[config.mk]
export PLATFORM = sky130hd
export DESIGN_NAME = io_bus_ctrl
export DESIGN_NICKNAME = d
export VERILOG_FILES = /design/src/rtl/io_bus_pkg.sv /design/src/rtl/io_bus_ctrl_btn_debounce.sv /design/src/rtl/io_bus_ctrl.sv
export SDC_FILE = /design/constraint.sdc
export NUM_CORES = 1
export LEC_CHECK = 0
export CAP_MARGIN = 20
export CORE_MARGIN = 2
export CORE_UTILIZATION = 39
export CTS_CLUSTER_DIAMETER = 150
export DETAILED_ROUTE_END_ITERATION = 7
export PLACE_DENSITY = 0.79
export SLEW_MARGIN = 20
export SYNTH_ARGS = -nofsm -noshare
export SYNTH_HDL_FRONTEND = slang
export SYNTH_HIERARCHICAL = 1
export SYNTH_SLANG_ARGS = --single-unit
[constraint.sdc]
create_clock -name clk -period 2.6 [get_ports clk]
set_clock_uncertainty 0.05 [all_clocks]
set_input_delay 0.52 -clock clk [delete_from_list [all_inputs] [get_ports clk]]
set_output_delay 0.52 -clock clk [all_outputs]
set_load 0.05 [all_outputs]
[src/rtl/io_bus_pkg.sv]
// Shared constants and types for the memory-mapped I/O controller.
package io_bus_pkg;

    localparam logic [31:0] DEF_BASE_ADDR = 32'hFFFF_0000;
    localparam int          MAX_BANKS     = 8;
    localparam int          DB_CNT_W      = 20;

    // Byte offsets inside the 128-byte window.
    localparam logic [6:0] OFF_LED = 7'h00;
    localparam logic [6:0] OFF_SW  = 7'h20;
    localparam logic [6:0] OFF_BTN = 7'h40;
    localparam logic [6:0] OFF_EVT = 7'h44;
    localparam logic [6:0] OFF_SEG = 7'h48;

    typedef enum logic [2:0] {
        REG_NONE,
        REG_LED,
        REG_SW,
        REG_BTN,
        REG_EVT,
        REG_SEG
    } reg_kind_e;

    function automatic logic [4:0] word_idx(input logic [6:0] byte_off);
        return byte_off[6:2];
    endfunction

endpackage

[src/rtl/io_bus_ctrl_btn_debounce.sv]
// One button: 2-flop synchroniser, stable level and a one-cycle rise pulse.
// With IO_BTN_DEBOUNCE_EN defined a change must persist DB_CYCLES cycles.
module btn_debounce
    import io_bus_pkg::*;
#(
    parameter logic [DB_CNT_W-1:0] DB_CYCLES = 20'd1000000
) (
    input  logic clk,
    input  logic rst,
    input  logic button,
    output logic level,
    output logic rise
);

    if (DB_CYCLES < 20'd2) begin : g_db_check
        $error("btn_debounce: DB_CYCLES must be at least 2");
    end

    logic sync1;
    logic sync2;
    logic level_d;

    // NOTE: sequential state uses non-blocking assignments so every flop samples pre-edge values.
    always_ff @(posedge clk or negedge rst) begin
        if (!rst) begin
            sync1 <= 1'b0;
            sync2 <= 1'b0;
        end else begin
            sync1 <= button;
            sync2 <= sync1;
        end
    end

`ifdef IO_BTN_DEBOUNCE_EN
    localparam logic [DB_CNT_W-1:0] DB_LAST = DB_CYCLES - 20'd1;

    logic [DB_CNT_W-1:0] cnt;
    logic                level_q;

    // Any return to the stable level restarts the run from zero.
    always_ff @(posedge clk or negedge rst) begin
        if (!rst) begin
            cnt     <= '0;
            level_q <= 1'b0;
        end else if (sync2 == level_q) begin
            cnt <= '0;
        end else if (cnt == DB_LAST) begin
            cnt     <= '0;
            level_q <= sync2;
        end else begin
            cnt <= cnt + 20'd1;
        end
    end

    assign level = level_q;
`else
    assign level = sync2;
`endif

    always_ff @(posedge clk or negedge rst) begin
        if (!rst) begin
            level_d <= 1'b0;
        end else begin
            level_d <= level;
        end
    end

    assign rise = level & ~level_d;

endmodule

[src/rtl/io_bus_ctrl.sv]
// Memory-mapped I/O window: LED banks, switch banks, buttons, press events, 7-segment value.
// Define IO_BTN_DEBOUNCE_EN to enable per-button debounce counters.
module io_bus_ctrl
    import io_bus_pkg::*;
#(
    parameter logic [31:0]         BASE_ADDR = DEF_BASE_ADDR,
    parameter int                  N_LED     = 2,
    parameter int                  N_SW      = 2,
    parameter int                  N_BTN     = 5,
    parameter logic [DB_CNT_W-1:0] DB_CYCLES = 20'd1000000
) (
    input  logic                 clk,
    input  logic                 rst,
    input  logic [31:0]          addr,
    input  logic                 io_read,
    input  logic                 io_write,
    input  logic [31:0]          wdata,
    output logic [31:0]          rdata,
    output logic                 io_hit,
    input  logic [8*N_SW-1:0]    switch_in,
    input  logic [N_BTN-1:0]     button_in,
    output logic [8*N_LED-1:0]   led_out,
    output logic [31:0]          seg_out
);

    if (N_LED < 1 || N_LED > MAX_BANKS || N_SW < 1 || N_SW > MAX_BANKS ||
        N_BTN < 1 || N_BTN > 32) begin : g_param_check
        $error("io_bus_ctrl: bank or button count out of range");
    end

    localparam logic [4:0] W_LED = word_idx(OFF_LED);
    localparam logic [4:0] W_SW  = word_idx(OFF_SW);
    localparam logic [4:0] W_BTN = word_idx(OFF_BTN);
    localparam logic [4:0] W_EVT = word_idx(OFF_EVT);
    localparam logic [4:0] W_SEG = word_idx(OFF_SEG);

    logic [4:0]  off;
    logic [2:0]  bank;
    logic        in_win;
    logic        addr_unused;
    reg_kind_e   kind;

    assign off         = addr[6:2];
    assign bank        = off[2:0];
    assign in_win      = (addr[31:7] == BASE_ADDR[31:7]);
    assign addr_unused = ^addr[1:0];

    // NOTE: every always_comb output gets a default first so no latch is inferred.
    always_comb begin
        kind = REG_NONE;
        if (in_win) begin
            if (off[4:3] == W_LED[4:3] && int'(bank) < N_LED) begin
                kind = REG_LED;
            end else if (off[4:3] == W_SW[4:3] && int'(bank) < N_SW) begin
                kind = REG_SW;
            end else if (off == W_BTN) begin
                kind = REG_BTN;
            end else if (off == W_EVT) begin
                kind = REG_EVT;
            end else if (off == W_SEG) begin
                kind = REG_SEG;
            end
        end
    end

    assign io_hit = (kind != REG_NONE);

    logic [7:0]          led_q [N_LED];
    logic [31:0]         seg_q;
    logic [8*N_SW-1:0]   sw_s1;
    logic [8*N_SW-1:0]   sw_s2;
    logic [N_BTN-1:0]    btn_level;
    logic [N_BTN-1:0]    btn_rise;
    logic [N_BTN-1:0]    evt_q;
    logic                evt_clr;

    for (genvar i = 0; i < N_BTN; i++) begin : g_btn
        btn_debounce #(.DB_CYCLES(DB_CYCLES)) u_db (
            .clk    (clk),
            .rst    (rst),
            .button (button_in[i]),
            .level  (btn_level[i]),
            .rise   (btn_rise[i])
        );
    end

    assign evt_clr = io_read && (kind == REG_EVT);

    // NOTE: the LED bank array is a handful of output flops, so it is reset like any other state.
    always_ff @(posedge clk or negedge rst) begin
        if (!rst) begin
            for (int k = 0; k < N_LED; k++) begin
                led_q[k] <= '0;
            end
            seg_q <= '0;
            sw_s1 <= '0;
            sw_s2 <= '0;
            evt_q <= '0;
        end else begin
            if (io_write && kind == REG_LED) begin
                for (int k = 0; k < N_LED; k++) begin
                    if (bank == 3'(k)) begin
                        led_q[k] <= wdata[7:0];
                    end
                end
            end
            if (io_write && kind == REG_SEG) begin
                seg_q <= wdata;
            end
            sw_s1 <= switch_in;
            sw_s2 <= sw_s1;
            // A press landing on the clearing read survives: set wins over clear.
            evt_q <= (evt_clr ? '0 : evt_q) | btn_rise;
        end
    end

    for (genvar k = 0; k < N_LED; k++) begin : g_led
        assign led_out[8*k +: 8] = led_q[k];
    end
    assign seg_out = seg_q;

    always_comb begin
        rdata = '0;
        if (io_read) begin
            case (kind)
                REG_LED: begin
                    for (int k = 0; k < N_LED; k++) begin
                        if (bank == 3'(k)) rdata = 32'(led_q[k]);
                    end
                end
                REG_SW: begin
                    for (int k = 0; k < N_SW; k++) begin
                        if (bank == 3'(k)) rdata = 32'(sw_s2[8*k +: 8]);
                    end
                end
                REG_BTN: rdata = 32'(btn_level);
                REG_EVT: rdata = 32'(evt_q);
                REG_SEG: rdata = seg_q;
                default: rdata = '0;
            endcase
        end
    end

endmodule

Word-level counts from Yosys, hierarchy flattened
Index checks and enable logic that the tools add are counted.
{"block": "word_totals", "out_inout_bits": 81, "register_bits": 100, "inputBits": 89, "elab_cells": 67}
{"block": "op_classes", "n_eq_ne": 11, "order_cmp": 1, "mux": 13, "n_reduce_logical": 10, "n_bitwise": 11}
{"op": "$pmux W32 S5", "count": 1}
{"op": "$mux W32", "count": 3}
{"op": "$eq A25 B25 Y1 const B", "count": 1}
{"op": "$mux W3", "count": 6}
{"op": "$mux W8", "count": 2}
{"op": "$eq A5 B5 Y1 const B", "count": 3}
{"op": "$eq A3 B1 Y1 const B", "count": 2}
{"op": "$eq A3 B2 Y1 const B", "count": 2}
{"op": "$eq A3 B3 Y1 const B", "count": 2}
{"op": "$and A1 B1 Y1", "count": 5}
{"op": "$logic_and A1 B1 Y1", "count": 5}
{"op": "$mux W5", "count": 1}
{"op": "$not A1 Y1", "count": 5}
{"op": "$or A5 B5 Y5", "count": 1}
{"op": "$reduce_and A2 Y1", "count": 2}
{"op": "$logic_not A3 Y1", "count": 1}
{"op": "$lt A3 B2 Y1 const B", "count": 1}
{"op": "$reduce_bool A3 Y1", "count": 1}
{"op": "$eq A2 B1 Y1 const B", "count": 1}
{"op": "$logic_not A2 Y1", "count": 1}

Logic depth before layout (Yosys ltp)
Gate-level depths: netlist of the first run.
{"block": "depth", "ltp_word": 11, "depth_mapped": 7, "mapped_depth_nobuf": 5}

Modules after synthesis
Netlist of the first run, hierarchy kept.
{"mod": "io_bus_ctrl", "area_per_inst_um2": 3806.2, "cells_each": 276, "instances": 1, "seq_area_each_um2": 2127.0}
{"mod": "btn_debounce", "area_per_inst_um2": 88.8, "cells_each": 4, "instances": 5, "seq_area_each_um2": 75.1}

Least setup slack after synthesis of the first run
No wires, ideal clock.
{"block": "synth_timing", "kind": "input -> output", "from": "input addr[3]", "to": "output rdata[4]", "path_stages": 6, "t_arrival_ps": 2480, "n_path_buf": 1, "slack_ps": -450, "cell_sequence": "clkbuf_1 -> nor2_1 -> o21ai_1 -> nor2b_1 -> nand2_1 -> a31oi_1"}
{"block": "synth_via", "elab_chain_cells": 10, "word_cells_on_any_way": 25, "classes_between": "order compare (1); eq/ne (9); mux (12); reduce/logical (3)"}
{"element": "start, declared", "line_no": "io_bus_ctrl.sv:14", "source": "input logic [31:0] addr,"}
{"element": "$eq A5 B5 Y1", "line_no": "io_bus_ctrl.sv:60", "source": "end else if (off == W_SEG) begin"}
{"element": "$mux W3", "line_no": "io_bus_ctrl.sv:60"}
{"element": "$mux W3", "line_no": "io_bus_ctrl.sv:58", "source": "end else if (off == W_EVT) begin"}
{"element": "$mux W3", "line_no": "io_bus_ctrl.sv:56", "source": "end else if (off == W_BTN) begin"}
{"element": "$mux W3", "line_no": "io_bus_ctrl.sv:54", "source": "end else if (off[4:3] == W_SW[4:3] && int'(bank) < N_SW) begin"}
{"element": "$mux W3", "line_no": "io_bus_ctrl.sv:52", "source": "if (off[4:3] == W_LED[4:3] && int'(bank) < N_LED) begin"}
{"element": "$mux W3", "line_no": "io_bus_ctrl.sv:51", "source": "if (in_win) begin"}
{"element": "$eq A3 B3 Y1 (tied with other cells)", "line_no": "io_bus_ctrl.sv:125", "source": "case (kind)"}
{"element": "$pmux W32 S5 *", "line_no": "io_bus_ctrl.sv:125"}
{"element": "$mux W32 *", "line_no": "io_bus_ctrl.sv:124", "source": "if (io_read) begin"}
{"element": "end, declared", "line_no": "io_bus_ctrl.sv:18", "source": "output logic [31:0] rdata,"}
Every way passes the cells marked *; elsewhere a longest branch is shown, timed or not.

Worst setup path after layout of the first run
{"block": "layout_timing", "from": "input addr[12]", "to": "output rdata[4]"}
{"block": "layout_via", "elab_chain_cells": 5, "word_cells_on_any_way": 9, "classes_between": "eq/ne (6); mux (3)"}
{"element": "$eq A25 B25 Y1 *", "line_no": "io_bus_ctrl.sv:45", "source": "assign in_win = (addr[31:7] == BASE_ADDR[31:7]);"}
{"element": "$mux W3 *", "line_no": "io_bus_ctrl.sv:51"}
{"element": "$eq A3 B3 Y1 (tied with other cells)", "line_no": "io_bus_ctrl.sv:125"}
{"element": "$pmux W32 S5 *", "line_no": "io_bus_ctrl.sv:125"}
{"element": "$mux W32 *", "line_no": "io_bus_ctrl.sv:124"}
Marked as above.

==> results of run 1 <==
-- through the flow --
stage          total power (W)  setup slack, ps  instances  utilization, %  hold WS (ps)
5_1_grt                0.00305             -153        656            68.0          44.0
2_1_floorplan          0.00170            -47.3        296               -           174
3_3_place_gp           0.00191             -520        629            63.8           284
4_1_cts                0.00295             -128        656            67.6          25.4
3_5_place_dp           0.00192             -609        629            63.8           285
6_report               0.00293             -129        656            68.0          33.2
-- registers in the layout, summed over array words and instances (netlist names) --
signal	count
evt_q	5
g_btn.u_db/level	5
g_btn.u_db/level_d	5
g_btn.u_db/sync1	5
led_out	16
seg_out	32
sw_s1	16
sw_s2	16
-- final cells by class --
cell class / count / area, um^2 / share of cell area (%)
Sequential cell: 100 / 2500 / 34.2
Timing Repair Buffer: 211 / 2350 / 32.2
Multi-Input combinational cell: 186 / 2060 / 28.2
Tap cell: 140 / 175 / 2.40
Clock buffer: 11 / 141 / 1.93
Clock inverter: 5 / 65.1 / 0.890
Inverter: 3 / 11.3 / 0.154
-- kinds of logic (layout without fill, tap and decap cells) --
kind of cell | after synthesis | after routing | share of synthesized area (%)
AOI/OAI and AO/OA | 23 | 23 | 3.59
xor gates and xnor gates | 1 | 1 | 0.206
buffers and inverters | 13 | 230 | 1.77
DFF | 100 | 100 | 58.9
muxes | 73 | 73 | 21.8
and+or+nand+nor | 86 | 89 | 13.7
-- worst max-delay path: stages --
cell and delay [ps]:
buf_6 90, nor4b_4 320, nand4b_4 160, buf_4 160, nor2_1 120, buf_4 160, nand3_4 100, buf_6 160
a31oi_4 190, buf_12 170
-- repair_timing --
action,4_1_cts,5_1_grt
cloned,3,0
pin swaps,48,19
hold buffers,0,0
buffers inserted,8,0
gates resized for setup,129,18
endpoints found under the setup margin,42,32
-- routing by layer --
metal | global-route usage (%) | share of wire (%) | up-vias | wire length (um)
met5 | 0 | 0 | - | 0
met3 | 3.38 | 3.9 | 20 | 484
met1 | 26.7 | 38 | 1699 | 4800
li1 | - | - | 1471 | -
met2 | 38.5 | 55 | 104 | 6960
met4 | 9.07 | 2.5 | 0 | 310
-- how the worst min path moves through the flow --
stage | start | endpoint | slack [ps] | depth (start not counted)
finish | rst | evt_q[0]$_DFF_PN0_ | 30 | 1
global route | rst | sw_s2[3]$_DFF_PN0_ | 40 | 1
CTS | rst | g_btn[1].u_db/level_d$_DFF_PN0_ | 30 | 1
detailed placement | sw_s1[14]$_DFF_PN0_ | sw_s2[14]$_DFF_PN0_ | 280 | 0
global placement | sw_s1[7]$_DFF_PN0_ | sw_s2[7]$_DFF_PN0_ | 280 | 0
floorplan | rst | evt_q[0]$_DFF_PN0_ | 170 | 0
-- cell usage in the layout (no fill, tap or decap), types with 2 or more instances in the layout --
cell,count
nand3_4,2
buf_2,11
and3_4,4
buf_4,32
nor2_4,2
nor2b_4,7
dfrtp_1,100
nand2_1,2
clkdlybuf4s50_1,103
buf_12,37
nor4b_4,2
clkbuf_2,2
nor2b_1,2
dlygate4sd2_1,4
inv_6,4
clkdlybuf4s15_2,2
nor4_4,2
mux2_2,27
buf_6,16
mux2_4,30
nor2_1,16
and2_4,24
nand2_4,5
clkbuf_8,10
a21oi_4,6
nand4_1,4
mux2i_1,12
mux2i_2,3
nand3_2,5
a21o_1,5
clkdlybuf4s15_1,4
and3_1,3
a2bb2oi_2,4
inv_1,3
-- power by group through the flow --
stage                     clock network, W  registers [W]   logic, W
after floorplan                          0        0.00163  0.0000659
after global placement                   0        0.00163   0.000273
after detailed placement                 0        0.00164   0.000281
after CTS                          0.00106        0.00161   0.000285
after global routing               0.00113        0.00161   0.000312
final                              0.00104        0.00161   0.000291
==> results_dict.tcl, run 1 <==
set metrics [dict create \
    gr-total-overflow 0 \
    postLayoutCellArea_um2 7310 \
    setup_violations 32 \
    crit_type "in -> out" \
    synth_seq_cells 100 \
    tns_ps -2470 \
    die_area_um2 11700 \
    outcome "finished with violations" \
    nNetsFinal 600 \
    period_share_pct 105 \
    fill_cells 771 \
    drt-initial-drc-count 185 \
    p_leak_nw 3.39 \
    netlist_instances 296 \
    path_clk_slew_ps 100 \
    grt_start_max_net_pins 47 \
    htree_levels 3 \
    syn-cell-area_um2 4250 \
    p_switching_w 0.000686 \
    hpwl_mm 8.97 \
    vias_per_cell 5.02 \
    hold_violations 0 \
    reg2reg_depth 1 \
    clock-sinks 100 \
    cp_max_fo 3 \
    track_usage_pct 21.9 \
    maxCapViolations 0 \
    vias 3294 \
    synth_common_cells "dfrtp_1, mux2_4, mux2_2, and2_1, nor2_1" \
    die_w_um 108 \
    num_rows 38 \
    grt_pass1_wl_mm 19.0 \
    power_density_nw_per_um2 402 \
    combPwrFrac_pct 9.9 \
    core_um2 10700 \
    initial_core_util_pct 39.6 \
    yosysTopAreaCellShare_pct 58.9 \
    worstSkewPairLatency_ps 370 \
    io_pins 170 \
    antenna_cells 0 \
    drt-wirelength-per-cell_um 19.2 \
    power_frac_seq_pct 54.7 \
    seq_area_frac_synth_pct 58.9 \
    antenna_found_initial 0 \
    drc 0 \
    violations "negative setup slack" \
    placed_area_um2 6860 \
    drive_gt1_share_pct 48.8 \
    startpoint_type "primary input" \
    r2r_start "seg_out[7]$_DFFE_PN0P_" \
    cts_root_buf "clkbuf_8" \
    reg2reg_to "seg_out[7]$_DFFE_PN0P_" \
    power.share.clock_pct 35.4 \
    area_growth_pct 71.9 \
    die_height_um 108 \
    crit_path_end "rdata[4]" \
    gp_congestion 0.862 \
    p_sw_share_pct 23.4 \
    yosysMostFrequentCell "dfrtp_1" \
    synth_top_area_cell "dfrtp_1" \
    fin_crit_ps 2730 \
    final_max_slew_viol_count 0 \
    cts_buffers 9 \
    endpoint_kind "primary output" \
    crit_required_ps 2030 \
    synth_cell_type_count 40 \
    async_reset_ff_share_pct 100 \
    max_slew.worst_pin.slew_ps 563 \
    worstPathArrival_ps 2160 \
    cts_tree "yes" \
    critPathLaunch "addr[12]" \
    fmax_mhz 366 \
    vdd_ir_drop_max_mv 0.340 \
    reg2reg_slack_ps 1740 \
    avgSynthCellArea_um2 14.4 \
    cts_max_path_buffers 2 \
    grt_pass1_vias 3516 \
    ys_top_cells_by_area "dfrtp_1, mux2_4, mux2_2" \
    slew-limit-headroom_pct 62.3 \
    hp-class "in -> async" \
    portBuffers 167 \
    synth_fp_nets 385 \
    detail-route-antenna-nets 0 \
    layout_setup_ws_ps -129 \
    rsz0062_at_grt "yes" \
    synth_warnings 6 \
    synth-main-ff-cell "dfrtp_1" \
    drtPass1Iterations 4 \
    p_int_w 0.00225 \
    routed_wl_mm 12.6 \
    synth_edf_count 0 \
]
No activity file was read; power rests on OpenSTA's default activity.
==> run 2, diff against run 1 <==
Settings changed: CORE_ASPECT_RATIO set to 1.4, GPL_TIMING_DRIVEN set to 0.
==> run 2 against run 1 <==
  * The run still ends with negative setup slack left
  * First-iteration DRC count is 44% lower
  * Cell count is 2.9% lower
  * Clock-buffer cell count is 2 lower
  * Sequential share of layout area is 0.87 points higher
  * Die area hardly changed
  * Sequential cell count stayed put
  * Core utilization is 1.7 points lower
  * Sequential power hardly changed
  * Global-route usage is 2.2 points lower
  * Via count is 3.7% lower
  * Highest routed layer unchanged
  * Register-to-register slack hardly changed
  * Clock power is 34% higher
==> results_dict.tcl, run 2 (synthesized netlist as in run 1, its figures left out) <==
set metrics [dict create \
    nNetsFinal 580 \
    crit_required_ps 2030 \
    path_clk_slew_ps 70 \
    finalNonFillerCells 637 \
    die_height_um 128 \
    dp_slack_ps -1500 \
    endpoint_kind "primary output" \
    initial_core_util_pct 39.5 \
    violations "negative setup slack" \
    maxCapViolations 0 \
    routed_wl_mm 11.7 \
    htree_levels 3 \
    placed_cells 604 \
    path_cells "buf_6, nor4b_4, nand4b_4, nor4b_4, and3_4, clkbuf_16, and2_4, buf_8" \
    startpoint_type "primary input" \
    grt_pass1_wl_mm 17.8 \
    portBuffers 166 \
    grt_pass1_vias 3520 \
    multi_input_area_um2 2040 \
    num_rows 45 \
    drive_gt1_share_pct 47.2 \
    layout_setup_ws_ps -204 \
    drt-wirelength-per-cell_um 18.3 \
    worstPathArrival_ps 2230 \
    gp_congestion 0.883 \
    ff_latch_area_um2 2500 \
    rsz0062_at_grt "yes" \
    r2r_start "seg_out[4]$_DFFE_PN0P_" \
    cp_max_fo 7 \
    die_w_um 92.2 \
    area_growth_pct 67.6 \
    worstSkewPairLatency_ps 340 \
    detail-route-antenna-nets 0 \
    antenna_found_initial 0 \
    critPathLaunch "addr[10]" \
    slowest_stage "and3_4" \
    drtPass1Iterations 4 \
    cts_buffers 9 \
    layout_commonest_cell "clkdlybuf4s50_1" \
    vias 3171 \
    hpwl_mm 7.74 \
    final_util_pct 66.3 \
    fin_crit_ps 2800 \
    largest_register_ffs 32 \
    crit_type "in -> out" \
    vias_per_cell 4.98 \
    fmax_mhz 357 \
    period_share_pct 108 \
    cts_tree "yes" \
    fill_cells 762 \
    grt_start_max_net_pins 71 \
    hold_violations 0 \
    tns_ps -4590 \
    final_max_slew_viol_count 0 \
    mostFrequentLayoutCells "clkdlybuf4s50_1, dfrtp_1, mux2_4" \
    gr-total-overflow 0 \
    slowest_delay_ps 350 \
    setup_violations 31 \
    vdd_ir_drop_max_mv 0.271 \
    p_leak_nw 3.35 \
    io_pins 170 \
    cts_max_path_buffers 2 \
    drt-initial-drc-count 104 \
    slew-limit-headroom_pct 63.4 \
    cts_root_buf "clkbuf_16" \
    antenna_cells 0 \
    cp_common_cell "nor4b_4" \
    power_density_nw_per_um2 459 \
    die_area_um2 11800 \
    track_usage_pct 19.7 \
    worstHoldStart "sw_s1[11]$_DFF_PN0_" \
    drc 0 \
    hp-class "reg -> reg" \
    outcome "finished with violations" \
    max_slew.worst_pin.slew_ps 548 \
    clock-sinks 100 \
    core_um2 10800 \
]
==> run 2: changes by cell type in the layout (fill, tap and decap cells not counted), moves of 8 or more <==
cell / change
buf_8: +26
buf_4: -20
clkbuf_16: +11
clkbuf_8: -8
buf_12: -35
buf_6: +8
==> run 2: power by group <==
| part | switching, W | internal, W | leakage [nW] |
|---|---|---|---|
| sequential | 0.0000134 | 0.00159 | 1.26 |
| clock | 0.000616 | 0.000773 | 0.156 |
| combinational | 0.000118 | 0.000161 | 1.93 |
==> run 2: final timing paths <==
check                                           endpoint  slack, ps  cells after the start
setup / recovery                               rdata[17]       -200                      8
hold / removal                       sw_s2[11]$_DFF_PN0_        290                      0
setup reg to reg                  seg_out[4]$_DFFE_PN0P_       1740                      1
hold reg to reg                      sw_s2[11]$_DFF_PN0_        290                      0
max in group asynchronous        seg_out[10]$_DFFE_PN0P_       1320                      3
min in group asynchronous  g_btn[2].u_db/level$_DFF_PN0_        560                      2
==> run 2: final cells by class <==
cell class                      instances  area share, %
Sequential cell                       100           35.1
Multi-Input combinational cell        183           28.7
Timing Repair Buffer                  184           27.2
Clock buffer                            9           3.16
Tap cell                              141           2.48
Buffer                                 10           1.95
Clock inverter                          7           1.26
Inverter                                3          0.158
==> run 2: what timing repair did <==
action / in CTS / in global routing
gates resized for setup: 378 / 38
endpoints found under the hold margin: 18 / 0
setup buffers: 9 / 4
hold buffers: 1 / 0
cloned: 3 / 0
endpoints found under the setup margin: 33 / 33
pin swaps: 17 / 17
==> run 2: per-stage QoR <==
stage	cell area [um^2]	hold slack, ps	power [W]
after floorplan	4450	174	0.00170
after global placement	6290	284	0.00188
after detailed placement	6320	285	0.00189
after CTS	6990	298	0.00329
after global routing	7130	307	0.00339
final	7130	290	0.00327
==> run 2: critical path: cells and delay by family <==
kind                   cells  cell delay, ps
buffers and inverters      3             410
AND/OR/NAND/NOR            5            1310
==> run 2: per-layer routing <==
layer	part of all wire [%]	GRT usage [%]
met5	0	0
met4	2.0	8.25
met3	8.3	6.37
met2	53	34.1
met1	37	22.3
==> run 3, diff against run 2 <==
Settings changed: PLACE_DENSITY 0.79 to 0.8.
==> run 3 against run 2 <==
  * The flow still finishes with violations (negative setup slack)
  * Critical path depth unchanged
  * Worst setup slack better by 16 ps
  * Clock-buffer cell count up 1
  * Clock power down 7%
  * Non-clock buffer count up 2
  * Critical path type unchanged
  * Wire length down 1.6%
  * Largest power group unchanged
==> results_dict.tcl, run 3 (synthesized netlist as in run 1, its figures left out) <==
set metrics [dict create \
    crit_buf_inv 3 \
    slowest_delay_ps 430 \
    grt_start_max_net_pins 73 \
    hp-class "in -> async" \
    gr-total-overflow 0 \
    placed_cells 604 \
    antenna_cells 0 \
    portBuffers 166 \
    detail-route-antenna-nets 0 \
    vias 3142 \
    setup_violations 32 \
    slowest_stage "or3_4" \
    cts_buffers 9 \
    drt-initial-drc-count 111 \
    drt-wirelength-per-cell_um 18.0 \
    fin_crit_ps 2790 \
    nNetsFinal 582 \
    p_leak_nw 3.31 \
    vdd_ir_drop_max_mv 0.266 \
    vias_per_cell 4.92 \
    worstPathArrival_ps 2220 \
    maxCapViolations 0 \
    ctsHoldBuffers 0 \
    fill_cells 740 \
    cp.depth 8 \
    layout_setup_ws_ps -188 \
    rsz0062_at_grt "yes" \
    fmax_mhz 359 \
    final_util_pct 65.8 \
    tns_ps -4960 \
    cts_root_buf "clkbuf_16" \
    cts_max_path_buffers 2 \
    area_growth_pct 66.5 \
    crit_path_end "rdata[14]" \
    finalNonFillerCells 638 \
    clock-sinks 100 \
    reg2reg_depth 1 \
    routed_wl_mm 11.5 \
    antenna_found_initial 0 \
    cts_tree "yes" \
    cp_max_fo 6 \
    grt_pass1_wl_mm 18.0 \
    die_height_um 128 \
    critPathLaunch "addr[26]" \
    endpoint_kind "primary output" \
    reg2reg_to "seg_out[4]$_DFFE_PN0P_" \
    die_area_um2 11800 \
    largest_register_ffs 32 \
    path_cells "buf_6, nand4_1, or3_4, nor4b_4, and3_4, clkbuf_8, and2_4, buf_8" \
    mostFrequentLayoutCells "clkdlybuf4s50_1, dfrtp_1, mux2_4" \
    drc 0 \
    hpwl_mm 8.00 \
    violations "negative setup slack" \
    grt_pass1_vias 3474 \
    gp_congestion 0.806 \
    num_rows 45 \
    outcome "finished with violations" \
    max_slew.worst_pin.slew_ps 549 \
    io_pins 170 \
    track_usage_pct 20.0 \
    crit_required_ps 2030 \
    period_share_pct 107 \
    initial_core_util_pct 39.5 \
    htree_levels 3 \
    startpoint_type "primary input" \
    reg2reg_slack_ps 1740 \
    crit_family "simple AND/OR/NAND/NOR gates" \
    r2r_start "seg_out[4]$_DFFE_PN0P_" \
    path_clk_slew_ps 70 \
    final_max_slew_viol_count 0 \
    core_um2 10800 \
    worstSkewPairLatency_ps 330 \
    whs_ps 7.16 \
    slew-limit-headroom_pct 63.3 \
    layout_commonest_cell "clkdlybuf4s50_1" \
    die_w_um 92.2 \
    power_density_nw_per_um2 449 \
    crit_type "in -> out" \
    hold_violations 0 \
    drive_gt1_share_pct 47.3 \
    drtPass1Iterations 4 \
]
run 3: power by group:
part           switching [W]  total, W  leakage (nW)  internal (W)
combinational       0.000117  0.000279          1.92      0.000162
clock               0.000547   0.00129         0.135      0.000746
sequential         0.0000137   0.00161          1.26       0.00159
total               0.000677   0.00318          3.31       0.00250
run 3: worst min-delay path by stage:
| stage | start | end | cells after the start |
|---|---|---|---|
| finish | rst | seg_out[11]$_DFFE_PN0P_ | 1 |
| global route | rst | seg_out[22]$_DFFE_PN0P_ | 1 |
| CTS | rst | seg_out[11]$_DFFE_PN0P_ | 1 |
| global placement | g_btn[2].u_db/sync1$_DFF_PN0_ | g_btn[2].u_db/level$_DFF_PN0_ | 0 |
| floorplan | rst | evt_q[0]$_DFF_PN0_ | 0 |
| detailed placement | g_btn[1].u_db/sync1$_DFF_PN0_ | g_btn[1].u_db/level$_DFF_PN0_ | 0 |
run 3: layout make-up:
type / instances / area, um^2 / share of cell area, %
Buffer: 10 / 128 / 1.80
Clock buffer: 10 / 229 / 3.24
Clock inverter: 5 / 62.6 / 0.884
Inverter: 3 / 11.3 / 0.159
Multi-Input combinational cell: 183 / 2030 / 28.6
Sequential cell: 100 / 2500 / 35.4
Tap cell: 141 / 176 / 2.49
Timing Repair Buffer: 186 / 1940 / 27.4
run 3: per-layer routing:
layer,up-vias,GRT usage (%),share of wire (%)
li1,1431,-,-
met1,1568,22.5,37
met2,130,35.6,54
met3,13,5.84,6.9
met4,0,7.99,2.1
met5,-,0,0
run 3: metrics by stage:
step	setup slack [ps]	total power (W)	cell area (um^2)
floorplan	-47.3	0.00170	4450
global placement	-2550	0.00188	6290
global route	-286	0.00332	7080
detailed placement	-1520	0.00189	6320
CTS	-173	0.00321	6980
finish	-188	0.00318	7080
run 3: timing repair:
action,4_1_cts,5_1_grt
buffers inserted,12,4
pin swaps,18,11
setup endpoints to repair,33,33
gates resized for setup,384,23
cloned,3,0
